<file path="config.mk">
export PLATFORM = sky130hd
export DESIGN_NAME = dmem_access_ctrl
export DESIGN_NICKNAME = d
export VERILOG_FILES = /design/src/rtl/dmem_access_ctrl.sv
export SDC_FILE = /design/constraint.sdc
export NUM_CORES = 1
export LEC_CHECK = 0
export CAP_MARGIN = 5
export CORE_MARGIN = 3
export CORE_UTILIZATION = 35
export DETAILED_ROUTE_END_ITERATION = 8
export DONT_BUFFER_PORTS = 1
export GPL_TIMING_DRIVEN = 0
export PLACE_DENSITY = 0.53
export SETUP_SLACK_MARGIN = 0.1
export SLEW_MARGIN = 20
export SYNTH_ARGS = -nofsm -noshare
export SYNTH_HDL_FRONTEND = slang
export SYNTH_SLANG_ARGS = --single-unit
</file>
<file path="constraint.sdc">
create_clock -name clock -period 6.42 [get_ports clock]
set_input_delay 1.284 -clock clock [delete_from_list [all_inputs] [get_ports clock]]
set_output_delay 1.284 -clock clock [all_outputs]
set_load 0.005 [all_outputs]
</file>
<file path="src/rtl/dmem_access_ctrl.sv">
// Memory-access sequencer between the RV32IM pipeline and a word-only data memory.
// Turns byte/half/word loads and stores into aligned word accesses, with read-modify-write for sub-word stores.
module dmem_access_ctrl #(
   parameter int TIMEOUT = 255
) (
   input  logic        clock,
   input  logic        reset,
   input  logic [3:0]  cpu_read,
   input  logic [2:0]  cpu_write,
   input  logic [31:0] cpu_addr,
   input  logic [31:0] cpu_wdata,
   output logic [31:0] cpu_rdata,
   output logic        cpu_busywait,
   output logic        access_fault,
   output logic        mem_read,
   output logic        mem_write,
   output logic [31:0] mem_addr,
   output logic [31:0] mem_wdata,
   input  logic [31:0] mem_rdata,
   input  logic        mem_busywait
);

   localparam int CNT_W = (TIMEOUT < 2) ? 1 : $clog2(TIMEOUT + 1);
   localparam logic [CNT_W-1:0] TMO_LAST = CNT_W'((TIMEOUT > 0) ? TIMEOUT - 1 : 0);

   typedef enum logic [2:0] {IDLE, RD, RMW_RD, WR, DONE, FAULT} state_t;

   state_t           state, state_nx;
   logic [2:0]       f3_q;
   logic [1:0]       sz_q;
   logic [1:0]       lane_q;
   logic [31:0]      wdata_q;
   logic [CNT_W-1:0] tmo_cnt;
   logic             ld_v, st_v, req, legal, tmo_hit, busy_state;

   function automatic logic request_legal(input logic [3:0] rd, input logic [2:0] wr,
                                          input logic [1:0] a);
      logic ok;
      ok = !(rd[3] && wr[2]);
      if (rd[3]) begin
         case (rd[2:0])
            3'b000, 3'b100: begin end
            3'b001, 3'b101: if (a[0]) ok = 1'b0;
            3'b010:         if (a != 2'b00) ok = 1'b0;
            default:        ok = 1'b0;
         endcase
      end
      if (wr[2]) begin
         case (wr[1:0])
            2'b00:   begin end
            2'b01:   if (a[0]) ok = 1'b0;
            2'b10:   if (a != 2'b00) ok = 1'b0;
            default: ok = 1'b0;
         endcase
      end
      return ok;
   endfunction

   function automatic logic [31:0] load_extract(input logic [31:0] word, input logic [2:0] f3,
                                                input logic [1:0] lane);
      logic signed [7:0]  b;
      logic signed [15:0] h;
      logic signed [31:0] ext;
      b = word[{lane, 3'b000} +: 8];
      h = lane[1] ? word[31:16] : word[15:0];
      case (f3)
         3'b000:  ext = 32'(b);
         3'b001:  ext = 32'(h);
         3'b100:  ext = {24'd0, b};
         3'b101:  ext = {16'd0, h};
         default: ext = word;
      endcase
      return ext;
   endfunction

   function automatic logic [31:0] store_merge(input logic [31:0] word, input logic [31:0] wdata,
                                               input logic [1:0] sz, input logic [1:0] lane);
      logic [31:0] m;
      m = word;
      if (sz == 2'b00)
         m[{lane, 3'b000} +: 8] = wdata[7:0];
      else if (sz == 2'b01) begin
         if (lane[1]) m[31:16] = wdata[15:0];
         else         m[15:0]  = wdata[15:0];
      end else
         m = wdata;
      return m;
   endfunction

   assign ld_v       = cpu_read[3];
   assign st_v       = cpu_write[2];
   assign req        = ld_v | st_v;
   assign legal      = req & request_legal(cpu_read, cpu_write, cpu_addr[1:0]);
   assign busy_state = (state == RD) || (state == RMW_RD) || (state == WR);
   assign tmo_hit    = (TIMEOUT != 0) && mem_busywait && (tmo_cnt == TMO_LAST);

   always_comb begin
      state_nx     = state;
      cpu_busywait = 1'b0;
      mem_read     = 1'b0;
      mem_write    = 1'b0;
      access_fault = 1'b0;
      case (state)
         IDLE: begin
            if (req) begin
               if (!legal)
                  state_nx = FAULT;
               else begin
                  cpu_busywait = 1'b1;
                  if (ld_v)                        state_nx = RD;
                  else if (cpu_write[1:0] == 2'b10) state_nx = WR;
                  else                             state_nx = RMW_RD;
               end
            end
         end
         RD: begin
            cpu_busywait = 1'b1;
            mem_read     = 1'b1;
            if (!mem_busywait) state_nx = DONE;
            else if (tmo_hit)  state_nx = FAULT;
         end
         RMW_RD: begin
            cpu_busywait = 1'b1;
            mem_read     = 1'b1;
            if (!mem_busywait) state_nx = WR;
            else if (tmo_hit)  state_nx = FAULT;
         end
         WR: begin
            cpu_busywait = 1'b1;
            mem_write    = 1'b1;
            if (!mem_busywait) state_nx = DONE;
            else if (tmo_hit)  state_nx = FAULT;
         end
         DONE:    state_nx = IDLE;
         FAULT: begin
            access_fault = 1'b1;
            state_nx     = IDLE;
         end
         default: state_nx = IDLE;
      endcase
   end

   // Request is latched in IDLE so later changes on cpu_* during the stall are ignored.
   always_ff @(posedge clock or posedge reset) begin
      if (reset) begin
         state     <= IDLE;
         tmo_cnt   <= '0;
         cpu_rdata <= '0;
         mem_addr  <= '0;
         mem_wdata <= '0;
         f3_q      <= '0;
         sz_q      <= '0;
         lane_q    <= '0;
         wdata_q   <= '0;
      end else begin
         state <= state_nx;
         if (state_nx != state)
            tmo_cnt <= '0;
         else if (busy_state && mem_busywait)
            tmo_cnt <= tmo_cnt + 1'b1;
         case (state)
            IDLE: begin
               if (legal) begin
                  mem_addr <= {cpu_addr[31:2], 2'b00};
                  f3_q     <= cpu_read[2:0];
                  sz_q     <= cpu_write[1:0];
                  lane_q   <= cpu_addr[1:0];
                  wdata_q  <= cpu_wdata;
                  if (st_v && (cpu_write[1:0] == 2'b10))
                     mem_wdata <= cpu_wdata;
               end
            end
            RD:      if (!mem_busywait) cpu_rdata <= load_extract(mem_rdata, f3_q, lane_q);
            RMW_RD:  if (!mem_busywait) mem_wdata <= store_merge(mem_rdata, wdata_q, sz_q, lane_q);
            default: begin end
         endcase
      end
   end

endmodule

</file>
Word level (Yosys, flattened, before mapping)
Index checks and enable logic that the tools add are counted.
- register bits after elaboration: 144
- input port bits: 106
- output and inout bits: 100
- logic and storage cells: 94
- add/subtract/negate cells: 2
- eq/ne operators: 19
- shift operators: 3
- multiplexer cells: 35
- bitwise operators: 3
- reductions and logical operators: 23
- operators by type and width (cell ; count):
    32-bit two-way mux ; 5
    32-bit one-hot mux with 4 select lines ; 1
    32-bit one-hot mux with 2 select lines ; 1
    16-bit two-way mux ; 3
    32-bit bitwise mux ; 1
    8-bit by 7-bit variable shift with 32-bit output, first input constant ; 1
    32-bit by 6-bit indexed part select with 8-bit output ; 1
    8-bit by 7-bit indexed part select with 32-bit output ; 1
    8-bit two-way mux ; 2
    3-bit equality test, second input constant ; 5
    3-bit two-way mux ; 5
    1-bit two-way mux ; 12
    3-bit by 1-bit equality test with 1-bit output, second input constant ; 3
    3-bit by 2-bit equality test with 1-bit output, second input constant ; 3
    3-bit zero test ; 3
    3-bit one-hot mux with 3 select lines ; 1
    8-bit by 1-bit adder with 8-bit output, second input constant ; 1
    8-bit equality test, second input constant ; 1
    2-bit OR reduction ; 4
    5-bit negation with 7-bit output ; 1
    2-bit != test, second input constant ; 3
    1-bit one-hot mux with 3 select lines ; 2
    2-bit nonzero test ; 3
    2-bit by 1-bit equality test with 1-bit output, second input constant ; 2
    other kinds (14) ; 20

Logic depth before layout (Yosys ltp)
Gate-level depths: netlist of the first run.
- depth in word-level cells: 14
- gate-level depth with buffers: 10

Worst setup path after synthesis of the first run
OpenSTA, ideal clock, no wires.
- path type: in2out
- start: in cpu_addr[1]
- end: out cpu_busywait
- arrival time: 2.004 ns
- data required time: 5.136 ns
- slack: 3.132 ns
- stages on the path: 4
- path buffers: 0
- cell sequence: nor4_2 -> o211a_1 -> o21ai_0 -> a21oi_1
- word-level cells in the longest chain between the ends: 11
- elaborated cells on any way between the ends: 12
- those cells by class: 10 x mux; 1 x bitwise; 1 x reduce/logical
- ends and longest elaborated chain (what ; RTL line ; RTL):
    from (decl) ; 10 ; input logic [31:0] cpu_addr,
    2-bit nonzero test * ; 44, 52 ;
    1-bit two-way mux ; 44 ; 3'b010: if (a != 2'b00) ok = 1'b0;
    1-bit one-hot mux with 3 select lines ; 41 ; case (rd[2:0])
    1-bit two-way mux ; 40 ; if (rd[3]) begin
    1-bit two-way mux, on equally long branches ; 52, 51 ;
    1-bit one-hot mux with 3 select lines ; 49 ; case (wr[1:0])
    1-bit two-way mux * ; 48 ; if (wr[2]) begin
    1-bit AND * ; 93 ; assign legal = req & request_legal(cpu_read, cpu_write, cpu_addr[1:0]);
    1-bit two-way mux * ; 106 ; if (!legal)
    1-bit two-way mux * ; 105 ; if (req) begin
    1-bit one-hot mux with 2 select lines * ; 103 ; case (state)
    to (decl) ; 13 ; output logic cpu_busywait,
Every way passes the cells marked *; elsewhere a longest branch is shown, timed or not.

Worst setup path in the final report of the first run
Same ends and word-level chain as after synthesis.

==> results of run 1 <==
## worst min path at each step
stage                                    end  slack, ns
floorplan           cpu_rdata[0]$_DFFE_PP0P_       0.47
global placement     wdata_q[16]$_DFFE_PP0P_       0.49
detailed placement   wdata_q[18]$_DFFE_PP0P_       0.50
CTS                  wdata_q[19]$_DFFE_PP0P_       0.52
global route         wdata_q[27]$_DFFE_PP0P_       0.53
finish              cpu_rdata[5]$_DFFE_PP0P_       0.51
## cells by family after synthesis
logic type,count (synthesis),synth area share [%]
adders and majority gates,7,1.09
DFF,144,45.0
other,1,0.0469
AOI/OAI and AO/OA,249,21.8
muxes,103,14.8
xor gates and xnor gates,7,0.766
buffers and inverters,86,4.91
and+or+nand+nor,176,11.5
## synthesized netlist by cell type (3+ instances only)
master,number,area (µm²)
a211oi_1,17,128
a21oi_1,54,270
a221o_1,22,220
a221oi_1,17,149
a2bb2oi_1,5,43.8
a31oi_1,19,119
and3_1,3,18.8
buf_2,13,65.1
buf_4,9,67.6
clkbuf_1,42,158
dfrtp_1,144,3600
ha_1,7,87.6
inv_1,19,71.3
mux2_2,75,845
mux2_4,10,150
mux2i_1,17,170
nand2_1,49,184
nand2b_1,21,131
nand3_1,4,20.0
nand3b_1,9,67.6
nand4_1,4,25.0
nor2_1,46,173
nor2b_1,4,25.0
nor3_1,7,35.0
nor3b_1,7,52.6
o2111ai_1,7,61.3
o21a_1,10,75.1
o21ai_0,48,240
o221ai_1,9,78.8
o22a_1,7,61.3
o31ai_1,17,128
or2_1,3,18.8
xor2_1,5,43.8
## per-layer routing
metal,GRT usage (%),vias to the layer above
met5,0,-
met4,6.40,0
met3,6.98,32
met2,32.5,228
met1,28.8,3157
li1,-,2927
## flip-flops by register name (all words and copies together) (netlist names)
name / count
state: 3
tmo_cnt: 8
cpu_rdata: 32
f3_q: 3
sz_q: 2
lane_q: 2
mem_wdata: 32
wdata_q: 32
mem_addr: 30
## tightest hold or removal path, stage by stage (launching register included)
cell and delay [ns]:
dfrtp_1 0.36, nand2_1 0.05, o21ai_0 0.07
## stage by stage
step / setup slack [ns] / total power [mW] / util, %
floorplan: 1.27 / 3.07 / -
global placement: -0.633 / 3.60 / 37.7
detailed placement: 3.00 / 3.63 / 37.9
CTS: 3.00 / 4.78 / 40.9
global route: 2.93 / 5.10 / 40.9
finish: 3.02 / 4.76 / 40.9
## power groups by stage
stage	Sequential (mW)	Clock (mW)	Combinational [mW]
5_1_grt	1.84	1.19	2.07
3_3_place_gp	1.80	0	1.81
6_report	1.78	1.13	1.85
3_5_place_dp	1.80	0	1.83
2_1_floorplan	1.61	0	1.46
4_1_cts	1.78	1.15	1.84
## cell type report
| class | instances | area [µm²] |
|---|---|---|
| fill | 2164 | 13100 |
| multi-input combinational | 544 | 4010 |
| sequential | 144 | 3600 |
| clock buffer | 20 | 457 |
| tap | 280 | 350 |
| buffer | 67 | 322 |
| clock inverter | 12 | 208 |
| inverter | 19 | 78.8 |
| timing repair buffer | 1 | 27.5 |
==> results.md, run 1 <==
* Status: finished, final reports clean
* Root Buffer: clkbuf_16
* Gr usage total at 21.3%
* Worst vdd ir at roughly 0.0002 V
* Ratio of cells with drive above 1 in the final layout at approximately a fifth
* Number of global-route vias before repair at 6357
* WP buf/inv at 0
* Crit. Startpoint: cpu_addr[1]
* Number of hold buffers added after CTS at 0
* CP Cell Sequence: nor4_2 > o211a_1 > o21ai_0 > a21oi_1
* Post-route design area at slightly above 0.009 mm²
* Largest delay share family, worst path: compound AO/OA/AOI/OAI gates
* Clock Tree Buf Depth at 2
* Starting DRC count in detailed routing at around 500
* CTS buffer count at 17
* GP Congestion at between 0.8 and 0.9
* Yosys reg bits at about 140
* Largest net degree at the start of global routing at 74
* Crit path max fanout at 4
* Number of port buffers at 0
* Most frequent cells in the layout: 144 x dfrtp_1, 75 x mux2_2, 54 x a21oi_1
* Ant. Diodes at 0
* Reg2Reg Setup Slack at approximately 3.3 ns
* Fin crit period at 3.40 ns
* Worst-case reg-to-reg path depth at 10
* Synth warn at 0
* # nets final at 907
* Initial antenna violation count at 0
* Total global routing overflow at 0
* Most used DFF post-synth: dfrtp_1
* Required @ worst endpoint at roughly 5 ns
* Critical Path Slowest Stage Cell: nor4_2
* Switching power at ~1.9 mW
* Unique masters post-synth at 66
* Hold Vio Cnt, Final at 0
* WL met3 at about 2300 µm
* WHS at approximately 0.51 ns
* Hold Path Class: flop to flop
* Synth Area per Inst at 10.4 µm²
* Met1 Wirelength at between 10000 and 15000 µm
* Setup Skew at a little over 0.009 ns
* Hold_sp: cpu_rdata[5]$_DFFE_PP0P_
* CP Launch Type: primary input
* Worst path max stage delay at between 0.2 and 0.3 ns
* Routed WL at about 26000 µm
* Clock latency on the worst-skew pair at about 0.43 ns
* DP Area at about 0.0084 mm²
* Routed len/inst at roughly 24 µm
* Crit share post-route at around 53%
* Clock share of power at a little under a quarter
* H-tree depth at 4
* Synthesized area at roughly 0.008 mm²
* Row count at between 50 and 60
* Max transition margin at about two fifths
* WL met2 at between 10000 and 15000 µm
* Synth Instances at a little under 800
* CTS resizes at 0
* CP arrival at between 2 and 2.5 ns
* Final Setup Violations at 0
* HPWL after DPL at ~20000 µm
* Vias at about 6300
* F_max at slightly below 300 MHz
* Critical path capture point: cpu_busywait
* Ys async rst share at 100%
* CTS sink count at about 140
* Max_cap viols at 0
* Register share of total power at approximately 38%
* Die outline height at 157 µm
* First-pass GRT wire length at ~40000 µm
* Setup TNS at 0 ns
* Post-route ant nets at 0
* Leakage power at approximately 3.7 nW
* Pre-Repair DR Iteration Count at 5
* WHS Path Cells at 2
* Slew of the pin with the lowest slew margin at roughly 0.91 ns
* Core area at roughly 0.022 mm²
* Sw Ratio at 39.7%
* Reg-to-Reg End: mem_wdata[24]$_DFFE_PP0P_
* Cell Pwr Density at ~530 mW/mm²
* Levels on crit path at 4
* Reg2Reg Launch Point: lane_q[1]$_DFFE_PP0P_
* Layout area overhead at 13.2%
* # IOs at ~210
* Comb power frac at 38.9%
* Internal power at ~2.9 mW
* Total die area at around 0.025 mm²
* Initial Util at 36.1%
* CP endpoint kind: primary output
* Slew Viols, Final at 0
* Remaining DRCs at 0
* Most common cell after layout, fill and taps aside: dfrtp_1
* Highest routed layer: met4
* Seq/Total Area, Yosys at a little under half
* Horiz. Die Dim at around 160 µm
* RSZ-0062 raised after global routing: false
* Placed insts at between 1000 and 1500
* EDFF count, synth at 0
* Setup bufs post-CTS at 0
* Non-filler instance count after layout at 1087
* Clk slew on worst S/H paths at ~0.060 ns
* Average vias per placed instance at slightly below 6
* Crit Path Class: primary input to primary output
* CTS tree: built
Power figures use the tool's default switching activity.
==> run 2: changes to the inputs <==
==> constraint.sdc (replaced) <==
create_clock -name clock -period 3.5 [get_ports clock]
set_input_delay 0.7 -clock clock [delete_from_list [all_inputs] [get_ports clock]]
set_output_delay 0.7 -clock clock [all_outputs]
set_load 0.005 [all_outputs]
==> run 2 against run 1 <==
Effect of this change:
- sequential power grew 84%
- sequential share of layout area shrank 0.055 points
- flip-flop and latch count is the same
- total power grew 81%
- clock-buffer cell count shrank 3
- worst setup slack lost 2.7 ns
- non-clock buffer count grew 4
- critical path type is now flop to flop
- highest routed layer unchanged
==> results.md, run 2 (same netlist as run 1, synthesis figures left out) <==
* Largest regs: cpu_rdata: 32 flops, mem_wdata: 32 flops, wdata_q: 32 flops
* Number of global-route vias before repair at 6409 (+0.82%)
* Core area at 0.0222 mm² (unchanged)
* CP arrival at 3.48 ns (+1.36 ns)
* Routed WL at 26300 µm (+1.0%)
* Crit share post-route at around 90%
* Number of port buffers at 0 (unchanged)
* Starting DRC count in detailed routing at 513 (+3.6%)
* Met3 usage at 7.29% (+0.30 points)
* Hold Vio Cnt, Final at 0 (unchanged)
* Fillers at 2162 (-0.092%)
* Row count at 54 (unchanged)
* Average vias per placed instance at 5.84 (about the same)
* Met1 usage in global routing at 27.8% (-0.97 points)
* Horiz. Die Dim at 157 µm (unchanged)
* Critical Path Slowest Stage Cell: dfrtp_1
* Clock Tree Buf Depth at 2 (unchanged)
* Total global routing overflow at 0 (unchanged)
* Largest net degree at the start of global routing at 34 (-54%)
* Setup bufs post-CTS at 0 (unchanged)
* Crit Path Class: flop to flop
* CP Launch Type: flop
* Pre-Repair DR Iteration Count at 5 (unchanged)
* Die outline height at 157 µm (unchanged)
* H-tree depth at 4 (unchanged)
* CTS resizes at 0 (unchanged)
* # IOs at 206 (unchanged)
* GP Congestion at 0.897 (+0.22%)
* Slew Viols, Final at 0 (unchanged)
* Leakage power at 3.71 nW (about the same)
* CTS tree: built
* Slew of the pin with the lowest slew margin at 0.984 ns (+0.0710 ns)
* Total die area at 0.0247 mm² (unchanged)
* Setup TNS at 0 ns (unchanged)
* Most common cell on crit path: buf_2
* Max_cap viols at 0 (unchanged)
* Ratio of cells with drive above 1 in the final layout at 20.1% (+0.52 points)
* Worst vdd ir at 0.000389 V (+91%)
* Initial Util at 36.1% (unchanged)
* CP endpoint kind: flop
* CTS buffer count at 17 (unchanged)
* Initial antenna violation count at 0 (unchanged)
* Largest delay share family, worst path: buffers and inverters
* Layout area overhead at 13.3%
* Gr usage total at 21.4% (+0.11 points)
* Vias at 6368 (+0.38%)
* Post-route ant nets at 0 (unchanged)
* Clock latency on the worst-skew pair at 0.43 ns (about the same)
* Worst path max stage delay at 0.47 ns (+0.18 ns)
* Max transition margin at 34.3% (-4.7 points)
* Root Buffer: clkbuf_16
* Setup Skew at 0.00974 ns (+0.000655 ns)
* Number of hold buffers added after CTS at 0 (unchanged)
* Ant. Diodes at 0 (unchanged)
* Area of the multi-input gates at 0.00401 mm² (unchanged)
* # nets final at 911 (+0.44%)
* Most Used Layer, Global Route: met2
* F_max at ~320 MHz
* Remaining DRCs at 0 (unchanged)
* Cell Pwr Density at 948 mW/mm² (+81%)
* HPWL after DPL at 20200 µm (+1.9%)
* WP buf/inv at 5 (+5)
* Crit path max fanout at 10 (+6)
* First-pass GRT wire length at 40200 µm (+0.47%)
* Hold Path Class: primary input to asynchronous set/reset pin
* CP Cell Sequence: buf_2 > buf_2 > buf_2 > inv_1 > ha_1 > nor4bb_1 > clkbuf_1 > a221o_1 > o2111ai_1 > a31oi_1
* Final Setup Violations at 0 (unchanged)
* Reg area at 0.00360 mm² (unchanged)
* Met2 usage at 33.6% (+1.0 points)
* Routed len/inst at 24.1 µm (+0.66%)
* Most frequent cells in the layout: 144 x dfrtp_1, 75 x mux2_2, 54 x a21oi_1
* Most common cell after layout, fill and taps aside: dfrtp_1
* CTS sink count at 144 (unchanged)
* Clk slew on worst S/H paths at 0.07 ns (about the same)
* Status: finished, final reports clean
* RSZ-0062 raised after global routing: false
* Required @ worst endpoint at 3.85 ns (-1.29 ns)
* Fin crit period at between 3 and 4 ns
* WHS at 0.0811 ns (-0.433 ns)
## run 2: changes by cell type in the layout (fill, tap and decap cells not counted), sizes merged
cell and change:
bufinv -2, buf +4, clkinvlp +2, clkbuf -3, clkinv -1, inv +4
## run 2: power by group
part / leakage, nW / total (mW) / internal, mW / switching [mW]
Sequential: 1.73 / 3.28 / 2.47 / 0.814
Clock: 0.287 / 1.92 / 1.13 / 0.793
Combinational: 1.69 / 3.39 / 1.49 / 1.90
## run 2: final cells by class
class	instances	area share [%]
multi-input cells	544	44.2
well taps	280	3.86
inverters	19	0.828
clock buffers	17	4.69
repair buffers	5	1.10
flip-flops and latches	144	39.7
plain buffers	67	3.55
clock inverters	15	2.01
## run 2: path summary, 6_finish.rpt
check / startpoint / end / slack [ns] / depth (start not counted)
setup / recovery: lane_q[1]$_DFFE_PP0P_ / mem_wdata[16]$_DFFE_PP0P_ / 0.37 / 10
hold / removal: reset / mem_addr[8]$_DFFE_PP0P_ / 0.08 / 1
setup reg to reg: lane_q[1]$_DFFE_PP0P_ / mem_wdata[16]$_DFFE_PP0P_ / 0.37 / 10
hold reg to reg: wdata_q[20]$_DFFE_PP0P_ / wdata_q[20]$_DFFE_PP0P_ / 0.52 / 1
max in group asynchronous: reset / cpu_rdata[17]$_DFFE_PP0P_ / 2.76 / 3
min in group clock: mem_rdata[20] / cpu_rdata[20]$_DFFE_PP0P_ / 0.39 / 2
## run 2: routing by layer
layer / part of all wire [%] / vias to the layer above / wire (µm)
li1: - / 2931 / -
met1: 42 / 3175 / 11000
met2: 47 / 238 / 12400
met3: 8.7 / 24 / 2300
met4: 2.3 / 0 / 616
met5: 0 / - / 0
## run 2: worst register-to-register path, stage by stage (launching register included)
cell and delay (ns):
dfrtp_1 0.47, buf_2 0.31, buf_2 0.28, buf_2 0.28, inv_1 0.13, ha_1 0.36
nor4bb_1 0.29, clkbuf_1 0.35, a221o_1 0.23, o2111ai_1 0.17, a31oi_1 0.20
## run 2: stage by stage
| step | util, % | std cells | setup slack, ns | area, µm² | power [mW] |
|---|---|---|---|---|---|
| 2_1_floorplan | - | 774 | 0.995 | 8010 | 5.63 |
| 3_3_place_gp | 37.7 | 1054 | 0.0655 | 8360 | 6.61 |
| 3_5_place_dp | 38.2 | 1059 | 0.415 | 8460 | 6.67 |
| 4_1_cts | 40.9 | 1091 | 0.408 | 9070 | 8.64 |
| 5_1_grt | 40.9 | 1091 | 0.138 | 9070 | 9.21 |
| 6_report | 40.9 | 1091 | 0.366 | 9070 | 8.60 |
==> run 3: changes to the inputs <==
--- a/config.mk
+++ b/config.mk
@@ -6,8 +6,9 @@
 export NUM_CORES = 1
 export LEC_CHECK = 0
 export CAP_MARGIN = 5
-export CORE_MARGIN = 3
+export CORE_MARGIN = 5
 export CORE_UTILIZATION = 35
+export CTS_CLUSTER_SIZE = 10
 export DETAILED_ROUTE_END_ITERATION = 8
 export DONT_BUFFER_PORTS = 1
 export GPL_TIMING_DRIVEN = 0
==> run 3 against run 2 <==
Effect of this change:
- clock-buffer cell count rose by 3
- highest routed layer unchanged
- non-clock buffer count did not move
- flip-flop and latch count did not move
- die area rose by 5.2%
- global-route usage fell by 1.1 points
- critical path type unchanged
- critical path depth did not move
- combinational power barely moved
- via count rose by 0.94%
- register-to-register slack barely moved
- sequential power barely moved
- first-iteration DRC count fell by 9.4%
==> results.md, run 3 (same netlist as run 1, synthesis figures left out) <==
* CP Cell Sequence: buf_2 > buf_2 > buf_2 > inv_1 > ha_1 > nor4bb_1 > clkbuf_1 > a221o_1 > o2111ai_1 > a31oi_1
* Number of port buffers at 0 (unchanged)
* Pre-CTS WS at 0.420 ns (+0.00539 ns)
* F_max at 319 MHz (about the same)
* Hold Path Class: primary input to asynchronous set/reset pin
* GP Congestion at 0.876 (-2.4%)
* Initial Util at 35.4% (-0.66 points)
* Reg-to-Reg End: mem_wdata[16]$_DFFE_PP0P_
* Leakage power at 3.75 nW (+1.1%)
* Clock share of power at 23.8% (+1.4 points)
* Clock latency on the worst-skew pair at 0.43 ns (about the same)
* Status: finished, final reports clean
* Most common cell on crit path: buf_2
* Crit share post-route at 89.5% (about the same)
* Pre-Repair DR Iteration Count at 4 (-1)
* H-tree depth at 4 (unchanged)
* Worst vdd ir at 0.000388 V (-0.39%)
* Cell Pwr Density at 959 mW/mm² (+1.1%)
* DP Area at 0.00847 mm² (about the same)
* CTS sink count at 144 (unchanged)
* Fin crit period at 3.13 ns (-0.00214 ns)
* Average vias per placed instance at 5.87 (+0.57%)
* Slew of the pin with the lowest slew margin at 0.818 ns (-0.166 ns)
* Number of global-route vias before repair at 6478 (+1.1%)
* Fillers at 2208 (+2.1%)
* Vias at 6428 (+0.94%)
* Layout area overhead at 14.2%
* CTS buffer count at 17 (unchanged)
* Ant. Diodes at 0 (unchanged)
* CTS tree: built
* Total global routing overflow at 0 (unchanged)
* Internal power at 5.29 mW (+3.9%)
* Crit path max fanout at 10 (unchanged)
* Fin worst setup slack at 0.368 ns (+0.00214 ns)
* Crit Path Class: flop to flop
* Worst-case reg-to-reg path depth at 10 (unchanged)
* Crit. Startpoint: lane_q[1]$_DFFE_PP0P_
* Comb power frac at 38.8% (-0.7 points)
* Required @ worst endpoint at 3.84 ns (about the same)
* Ratio of cells with drive above 1 in the final layout at 20.0% (-0.099 points)
* Initial antenna violation count at 0 (unchanged)
* Reg2Reg Setup Slack at 0.37 ns (about the same)
* Setup bufs post-CTS at 0 (unchanged)
* Switching power at 3.47 mW (-1.0%)
* Most frequent cells in the layout: 144 x dfrtp_1, 75 x mux2_2, 54 x a21oi_1
* Gr usage total at 20.3% (-1.1 points)
* Starting DRC count in detailed routing at 465 (-9.4%)
* # nets final at 911 (unchanged)
* Root Buffer: clkbuf_16
* Max_cap viols at 0 (unchanged)
* Horiz. Die Dim at 161 µm (+2.5%)
* CP endpoint kind: flop
* Largest net degree at the start of global routing at 34 (unchanged)
* Setup TNS at 0 ns (unchanged)
* HPWL after DPL at 20400 µm (+0.92%)
* Critical path capture point: mem_wdata[16]$_DFFE_PP0P_
* First-pass GRT wire length at 40700 µm (+1.2%)
* Register share of total power at 37.4% (-0.8 points)
* Final Setup Violations at 0 (unchanged)
* Most common cell after layout, fill and taps aside: dfrtp_1
* Finished Core Util at 40.5% (-0.44 points)
* Die outline height at 161 µm (+2.5%)
* Setup Skew at 0.0130 ns (+0.00324 ns)
* Routed WL at 26600 µm (+1.0%)
* Hold Vio Cnt, Final at 0 (unchanged)
* Worst path max stage delay at 0.46 ns (about the same)
* Max transition margin at 45.4% (+11 points)
* Sw Ratio at 39.6% (-1.2 points)
* RSZ-0062 raised after global routing: false
* Post-route ant nets at 0 (unchanged)
* CP Launch Type: flop
* Critical Path Slowest Stage Cell: dfrtp_1
* Number of hold buffers added after CTS at 0 (unchanged)
* Post-route design area at 0.00914 mm² (+0.75%)
* Largest regs: cpu_rdata: 32 flops, mem_wdata: 32 flops, wdata_q: 32 flops
* CP arrival at 3.47 ns (about the same)
* Remaining DRCs at 0 (unchanged)
* # IOs at 206 (unchanged)
* CTS resizes at 0 (unchanged)
* Clk slew on worst S/H paths at 0.07 ns (about the same)
* Core area at 0.0226 mm² (+1.9%)
* Total die area at 0.0260 mm² (+5.2%)
* Routed len/inst at 24.3 µm (+0.65%)
* Row count at 55 (+1.9%)
* Clock Tree Buf Depth at 2 (unchanged)
* Reg2Reg Launch Point: lane_q[1]$_DFFE_PP0P_
* Slew Viols, Final at 0 (unchanged)
## run 3: worst min-delay path by stage
stage | from | endpoint | slack (ns) | depth (start not counted)
floorplan | cpu_rdata[0]$_DFFE_PP0P_ | cpu_rdata[0]$_DFFE_PP0P_ | 0.47 | 2
global placement | wdata_q[16]$_DFFE_PP0P_ | wdata_q[16]$_DFFE_PP0P_ | 0.50 | 1
detailed placement | wdata_q[19]$_DFFE_PP0P_ | wdata_q[19]$_DFFE_PP0P_ | 0.50 | 1
CTS | reset | mem_addr[9]$_DFFE_PP0P_ | 0.08 | 1
global route | reset | mem_addr[9]$_DFFE_PP0P_ | 0.08 | 1
finish | reset | mem_addr[5]$_DFFE_PP0P_ | 0.08 | 1
## run 3: final cells by class
class	count	area (µm²)	share of cell area [%]
Clock buffer	20	467	5.11
Timing Repair Buffer	5	100	1.10
Buffer	67	322	3.52
Sequential cell	144	3600	39.4
Clock inverter	11	203	2.22
Multi-Input combinational cell	544	4010	43.9
Tap cell	285	357	3.90
Inverter	19	75.1	0.822
## run 3: routing by layer
layer	routed length [µm]	share of wire, %	GRT usage, %	up-vias
met5	0	0	0	-
met4	438	1.6	5.12	0
met3	2020	7.6	6.35	26
met2	12600	48	32.8	241
met1	11500	43	26.6	3222
li1	-	-	-	2939
## run 3: through the flow
step / std cells / hold WS [ns] / total power [mW]
floorplan: 774 / 0.473 / 5.63
global placement: 1059 / 0.496 / 6.62
detailed placement: 1064 / 0.497 / 6.68
CTS: 1095 / 0.0763 / 8.80
global route: 1095 / 0.0811 / 9.35
finish: 1095 / 0.0846 / 8.76
## run 3: power groups by stage
stage | clock [mW] | combinational [mW] | sequential, mW
after floorplan | 0 | 2.67 | 2.96
after global placement | 0 | 3.32 | 3.31
after detailed placement | 0 | 3.37 | 3.31
after CTS | 2.12 | 3.39 | 3.29
after global routing | 2.20 | 3.76 | 3.39
final | 2.08 | 3.40 | 3.28
## run 3: critical path, delay by kind of cell, from the launching register on
family	cells	cell delay, ns
flops	1	0.46
buf+inv	5	1.34
compound gates	3	0.62
simple gates	1	0.27
fa+ha+maj	1	0.35
